$ cat src/rtl/bsort_pkg.sv
// Shared types and constants for the bubble-sort register-file unload path.
// Defining BSORT_UNLOAD_DESCEND_EN streams from the last address down to 0.
package bsort_pkg;

    localparam int BSORT_WIDTH = 8;
    localparam int BSORT_DEPTH = 8;
    localparam int BSORT_AW    = 3;

    typedef enum logic [1:0] {
        IDLE,
        FETCH,
        SEND,
        FIN
    } unload_state_t;

`ifdef BSORT_UNLOAD_DESCEND_EN
    localparam bit BSORT_DESCEND = 1'b1;
`else
    localparam bit BSORT_DESCEND = 1'b0;
`endif

    // Address walk endpoints for a file of the given depth.
    function automatic int unsigned first_addr(input int unsigned depth);
        return BSORT_DESCEND ? depth - 32'd1 : 32'd0;
    endfunction

    function automatic int unsigned final_addr(input int unsigned depth);
        return BSORT_DESCEND ? 32'd0 : depth - 32'd1;
    endfunction

endpackage

$ cat src/rtl/bsort_unload_if.sv
// Register-file read port plus valid/ready byte stream of the unload sequencer.
// master = the sequencer, slave = register file / downstream consumer side.
interface bsort_unload_if
    import bsort_pkg::*;
#(
    parameter int WIDTH = BSORT_WIDTH,
    parameter int AW    = BSORT_AW
);
    logic             start;
    logic             rd_en;
    logic [AW-1:0]    rd_addr;
    logic [WIDTH-1:0] rd_data;
    logic [WIDTH-1:0] dout;
    logic             dout_valid;
    logic             dout_ready;
    logic             dout_last;
    logic             busy;
    logic             done;

    modport master (
        input  start, rd_data, dout_ready,
        output rd_en, rd_addr, dout, dout_valid, dout_last, busy, done
    );

    modport slave (
        output start, rd_data, dout_ready,
        input  rd_en, rd_addr, dout, dout_valid, dout_last, busy, done
    );
endinterface

$ cat src/rtl/bsort_unload.sv
// Walks the sorted register file and streams one byte per FETCH/SEND pair.
// Build option: BSORT_UNLOAD_DESCEND_EN reverses the walk (largest-first).
module bsort_unload
    import bsort_pkg::*;
#(
    parameter int WIDTH = BSORT_WIDTH,
    parameter int DEPTH = BSORT_DEPTH,
    parameter int AW    = BSORT_AW
) (
    input  logic           clk,
    input  logic           reset_j,
    bsort_unload_if.master bus
);
    localparam logic [AW-1:0] FIRST_ADDR = AW'(first_addr(DEPTH));
    localparam logic [AW-1:0] FINAL_ADDR = AW'(final_addr(DEPTH));

    unload_state_t    state_q, state_d;
    logic [AW-1:0]    ptr_q, ptr_d;
    logic             rd_en_q, rd_en_d;
    logic [WIDTH-1:0] dout_q, dout_d;
    logic             dout_valid_q, dout_valid_d;
    logic             dout_last_q, dout_last_d;
    logic             busy_q, busy_d;
    logic             done_q, done_d;

    logic handshake;
    assign handshake = dout_valid_q & bus.dout_ready;

    // NOTE: sequential state uses non-blocking assignments so every flop
    // samples pre-edge values regardless of statement order.
    always_ff @(posedge clk or posedge reset_j) begin
        if (reset_j) state_q <= IDLE;
        else         state_q <= state_d;
    end

    always_comb begin
        state_d = state_q;
        unique case (state_q)
            IDLE:    if (bus.start) state_d = FETCH;
            FETCH:   state_d = SEND;
            SEND:    if (handshake) state_d = dout_last_q ? FIN : FETCH;
            FIN:     state_d = IDLE;
            default: state_d = IDLE;
        endcase
    end

    // NOTE: every output is given a hold/default value first so no path
    // through the case leaves a signal unassigned and infers a latch.
    always_comb begin
        ptr_d        = ptr_q;
        rd_en_d      = rd_en_q;
        dout_d       = dout_q;
        dout_valid_d = dout_valid_q;
        dout_last_d  = dout_last_q;
        done_d       = 1'b0;
        busy_d       = (state_d != IDLE);
        unique case (state_q)
            IDLE: begin
                if (bus.start) begin
                    ptr_d   = FIRST_ADDR;
                    rd_en_d = 1'b1;
                end
            end
            FETCH: begin
                dout_d       = bus.rd_data;
                dout_valid_d = 1'b1;
                dout_last_d  = (ptr_q == FINAL_ADDR);
            end
            SEND: begin
                if (handshake) begin
                    dout_valid_d = 1'b0;
                    if (dout_last_q) begin
                        rd_en_d = 1'b0;
                        done_d  = 1'b1;
                    end else begin
                        ptr_d = BSORT_DESCEND ? ptr_q - AW'(1) : ptr_q + AW'(1);
                    end
                end
            end
            default: ;
        endcase
    end

    always_ff @(posedge clk or posedge reset_j) begin
        if (reset_j) begin
            ptr_q        <= '0;
            rd_en_q      <= 1'b0;
            dout_q       <= '0;
            dout_valid_q <= 1'b0;
            dout_last_q  <= 1'b0;
            busy_q       <= 1'b0;
            done_q       <= 1'b0;
        end else begin
            ptr_q        <= ptr_d;
            rd_en_q      <= rd_en_d;
            dout_q       <= dout_d;
            dout_valid_q <= dout_valid_d;
            dout_last_q  <= dout_last_d;
            busy_q       <= busy_d;
            done_q       <= done_d;
        end
    end

    // The enclosing top muxes rd_addr onto the register file while rd_en is high.
    assign bus.rd_en      = rd_en_q;
    assign bus.rd_addr    = ptr_q;
    assign bus.dout       = dout_q;
    assign bus.dout_valid = dout_valid_q;
    assign bus.dout_last  = dout_last_q;
    assign bus.busy       = busy_q;
    assign bus.done       = done_q;

endmodule

$ cat src/flat_wrapper.sv
// flat-port wrapper written by rule: the top's interface ports become plain ports
module bsort_unload_flat import bsort_pkg::*;
#(
    parameter int WIDTH = BSORT_WIDTH,
    parameter int DEPTH = BSORT_DEPTH,
    parameter int AW    = BSORT_AW
)
  (clk, reset_j, bus_start, bus_rd_data, bus_dout_ready, bus_rd_en, bus_rd_addr, bus_dout, bus_dout_valid, bus_dout_last, bus_busy, bus_done);
  bsort_unload_if #(.WIDTH(WIDTH), .AW(AW)) bus_i ();
  input  logic clk;
  input  logic reset_j;
  input wire logic [$bits(bus_i.start)-1:0] bus_start;
  input wire logic [$bits(bus_i.rd_data)-1:0] bus_rd_data;
  input wire logic [$bits(bus_i.dout_ready)-1:0] bus_dout_ready;
  output wire logic [$bits(bus_i.rd_en)-1:0] bus_rd_en;
  output wire logic [$bits(bus_i.rd_addr)-1:0] bus_rd_addr;
  output wire logic [$bits(bus_i.dout)-1:0] bus_dout;
  output wire logic [$bits(bus_i.dout_valid)-1:0] bus_dout_valid;
  output wire logic [$bits(bus_i.dout_last)-1:0] bus_dout_last;
  output wire logic [$bits(bus_i.busy)-1:0] bus_busy;
  output wire logic [$bits(bus_i.done)-1:0] bus_done;
  assign bus_i.start = bus_start;
  assign bus_i.rd_data = bus_rd_data;
  assign bus_i.dout_ready = bus_dout_ready;
  assign bus_rd_en = bus_i.rd_en;
  assign bus_rd_addr = bus_i.rd_addr;
  assign bus_dout = bus_i.dout;
  assign bus_dout_valid = bus_i.dout_valid;
  assign bus_dout_last = bus_i.dout_last;
  assign bus_busy = bus_i.busy;
  assign bus_done = bus_i.done;
  bsort_unload #(.WIDTH(WIDTH), .DEPTH(DEPTH), .AW(AW)) u_core (.clk(clk), .reset_j(reset_j), .bus(bus_i));
endmodule
$ cat config.mk
export PLATFORM = sky130hd
export DESIGN_NAME = bsort_unload_flat
export DESIGN_NICKNAME = d
export VERILOG_FILES = /design/src/rtl/bsort_pkg.sv /design/src/rtl/bsort_unload_if.sv /design/src/rtl/bsort_unload.sv /design/src/flat_wrapper.sv
export SDC_FILE = /design/constraint.sdc
export NUM_CORES = 1
export LEC_CHECK = 0
export ABC_CLOCK_PERIOD_IN_PS = 1200
export BUFFER_PORTS_ARGS = -buffer_cell sky130_fd_sc_hd__buf_2
export CAP_MARGIN = 0
export CORE_MARGIN = 1
export CORE_UTILIZATION = 35
export CTS_BUF_LIST = sky130_fd_sc_hd__clkbuf_16
export CTS_CLUSTER_SIZE = 25
export DETAILED_ROUTE_END_ITERATION = 10
export GPL_TIMING_DRIVEN = 1
export HOLD_SLACK_MARGIN = 0.06
export PLACE_DENSITY_LB_ADDON = 0.1
export SKIP_CTS_REPAIR_TIMING = 1
export SYNTH_ARGS = -nofsm -noshare
export SYNTH_HDL_FRONTEND = slang
export SYNTH_SLANG_ARGS = --single-unit
$ cat constraint.sdc
create_clock -name clk -period 1.2 [get_ports clk]
set_input_delay 0.06 -clock clk [delete_from_list [all_inputs] [get_ports clk]]
set_output_delay 0.06 -clock clk [all_outputs]
set_load 0.005 [all_outputs]
==> results.sh <==
export IMPL_status="complete, no violations"
export IMPL_cp_data_arrival_time_ps=1310
export IMPL_finalSetupViolations=0
export IMPL_fillers=197
export IMPL_grt_pass1_wl_mm=2.67
export IMPL_synthCells=62
export IMPL_start_util=0.385
export IMPL_clk_pin_slew_worst_paths_ps=50
export IMPL_power_density_mw_per_mm2=2180
export IMPL_synth_top_family_by_area="multiplexers"
export IMPL_ys_seq_elements=18
export IMPL_final_common_cell="buf_2"
export IMPL_period_share=0.982
export IMPL_synth_nets=76
export IMPL_worst_skew_pair_late_latency_ps=250
export IMPL_vias_per_cell=4.62
export IMPL_holdWs_ps=92.5
export IMPL_r2r_end="u_core.bus.rd_addr[2]$_DFFE_PP0P_"
export IMPL_min_from="bus_start"
export IMPL_synth_cell_types=21
export IMPL_post_place_ws_ps=15.1
export IMPL_cp_startpoint="u_core.bus.rd_addr[0]$_DFFE_PP0P_"
export IMPL_cap_violations=0
export IMPL_io_buffers=27
export IMPL_skew_ps=3.10
export IMPL_min_period_ps=1180
export IMPL_r2r_worst_path_cells=3
export IMPL_slew_headroom=0.810
export IMPL_antenna_found_initial=0
export IMPL_synth_xor_area_share=0
export IMPL_first_iter_violations=6
export IMPL_coreArea_sq_mm=0.00204
export IMPL_power_leakage_nw=0.613
export IMPL_ys_warn_count=0
export IMPL_area_growth_pct=52.2
export IMPL_peakVddDrop_mv=1.27
export IMPL_holdPathStages=3
export IMPL_rows=16
export IMPL_via_count=624
export IMPL_clock_path_buffers=2
export IMPL_final_cell_mix="buf_2, dfrtp_1, dlygate4sd3_1"
export IMPL_synth_simple_area_share=0.107
export IMPL_final_max_slew_viol_count=0
export IMPL_track_usage=0.149
export IMPL_criticalPathCategory="flip-flop to flip-flop"
export IMPL_worstMarginPinSlew_ps=281
export IMPL_cts_max_level=1
export IMPL_holdPathEnd="u_core.state_q[0]$_DFF_PP0_"
export IMPL_n_antenna_cell=0
export IMPL_cp_end_kind="flip-flop"
export IMPL_grt_start_max_net_pins=19
export IMPL_hold_class="input pin to flip-flop"
export IMPL_synth_mux_area_frac=0.129
export IMPL_fin_area_sq_mm=0.00120
export IMPL_start_kind="flip-flop"
export IMPL_wl_per_cell_um=11.2
export IMPL_drc=0
export IMPL_ant_nets=0
export IMPL_nNetsFinal=123
export IMPL_synth_edf_count=0
export IMPL_grt_setup_unrepaired="true"
export IMPL_synth_avg_cell_area_sq_um=12.7
export IMPL_placed_area_sq_mm=0.00102
export IMPL_post_dp_hpwl_mm=1.06
export IMPL_cts_tree="built"
export IMPL_clock_sinks=18
export IMPL_ys_seq_area_frac=0.573
export IMPL_dr_pass1_iters=4
export IMPL_grt_pass1_vias=571
export IMPL_path_max_fanout=2
export IMPL_hold_viol=0
export IMPL_ys_async_sr_fraction=1.00
export IMPL_synthesis_area_sq_um=786
export IMPL_die_area_sq_mm=0.00244
export IMPL_synth_fa_ha_area_frac=0.0318
export IMPL_drive_above_1_share=0.463
export IMPL_finalWirelength_mm=1.51
export IMPL_reg2reg_from="u_core.bus.rd_addr[0]$_DFFE_PP0P_"
export IMPL_synth_flop_cell="dfrtp_1"
export IMPL_dieWidth_um=49.4
export IMPL_cts_made_buffers=3
export IMPL_pin_count=28
export IMPL_synth_compound_area_frac=0.118
export IMPL_gp_congestion=0.701
export IMPL_layout_setup_ws_ps=22.0
export IMPL_rrSetupSlack_ps=20
export IMPL_die_h_um=49.4
export IMPL_clock_root_buffer="clkbuf_16"
export IMPL_required_ps=1330
export IMPL_final_core_util=0.586
export IMPL_grt_overflow_total=0
export IMPL_max_freq_mhz=849
registers in the layout, indices dropped and copies added, names as in the netlist:
name and flops:
u_core.bus.dout 8, u_core.bus.busy 1, u_core.bus.rd_addr 3, u_core.state_q 2
u_core.bus.dout_valid 1, u_core.bus.dout_last 1, u_core.bus.rd_en 1, u_core.bus.done 1
routing by layer:
metal	part of all wire	GRT usage	vias to the layer above
met3	0.052	0.0498	4
li1	-	-	312
met1	0.48	0.186	293
met2	0.45	0.231	15
met5	0	0	-
met4	0.022	0.0714	0
worst max path at each step:
stage                                                   end  slack, ps  cells after the start
after floorplan           u_core.bus.rd_addr[2]$_DFFE_PP0P_          4                      3
after global placement    u_core.bus.rd_addr[2]$_DFFE_PP0P_         40                      3
after global routing      u_core.bus.rd_addr[2]$_DFFE_PP0P_        -20                      3
after CTS                 u_core.bus.rd_addr[2]$_DFFE_PP0P_         10                      3
final                     u_core.bus.rd_addr[2]$_DFFE_PP0P_         20                      3
after detailed placement  u_core.bus.rd_addr[2]$_DFFE_PP0P_         20                      3
Yosys cell counts, types with 2 or more instances:
cell	n	area, sq um
mux2_2	8	90.1
inv_1	4	15.0
a221o_1	2	20.0
nor2_1	4	15.0
o211a_1	2	20.0
buf_2	2	10.0
nand3_1	2	10.0
dfrtp_1	18	450
nand2b_1	2	12.5
ha_1	2	25.0
nand2_1	3	11.3
a21oi_1	4	20.0
where the power goes:
part	switching, mW	internal [mW]	total (mW)
combinational	0.426	0.567	0.993
sequential	0.118	0.840	0.958
clock	0.212	0.442	0.654
cell families (layout without fill, tap and decap cells):
group	after synthesis	in the layout
fa+ha+maj	2	2
flops	18	18
simple gates	14	14
mux	9	9
compound gates	12	12
buf+inv	7	53
stage by stage:
step	std cells	power (mW)	setup TNS [ps]
finish	135	2.61	0
global route	135	2.84	-118
CTS	126	2.60	0
detailed placement	122	1.93	0
global placement	122	1.91	0
floorplan	62	1.52	0
final cells by class:
type / instances / area, sq um / area share
clock buffers: 3 / 75.1 / 0.0628
clock inverters: 1 / 3.75 / 0.00314
inverters: 4 / 15.0 / 0.0126
multi-input cells: 37 / 318 / 0.266
flip-flops and latches: 18 / 450 / 0.377
well taps: 27 / 33.8 / 0.0282
repair buffers: 45 / 300 / 0.251
critical path, cell delays in order, from the launching register on:
cell and delay [ps]:
dfrtp_1 380, ha_2 200, ha_4 200, a221o_1 280
No activity file was read; power rests on OpenSTA's default activity.
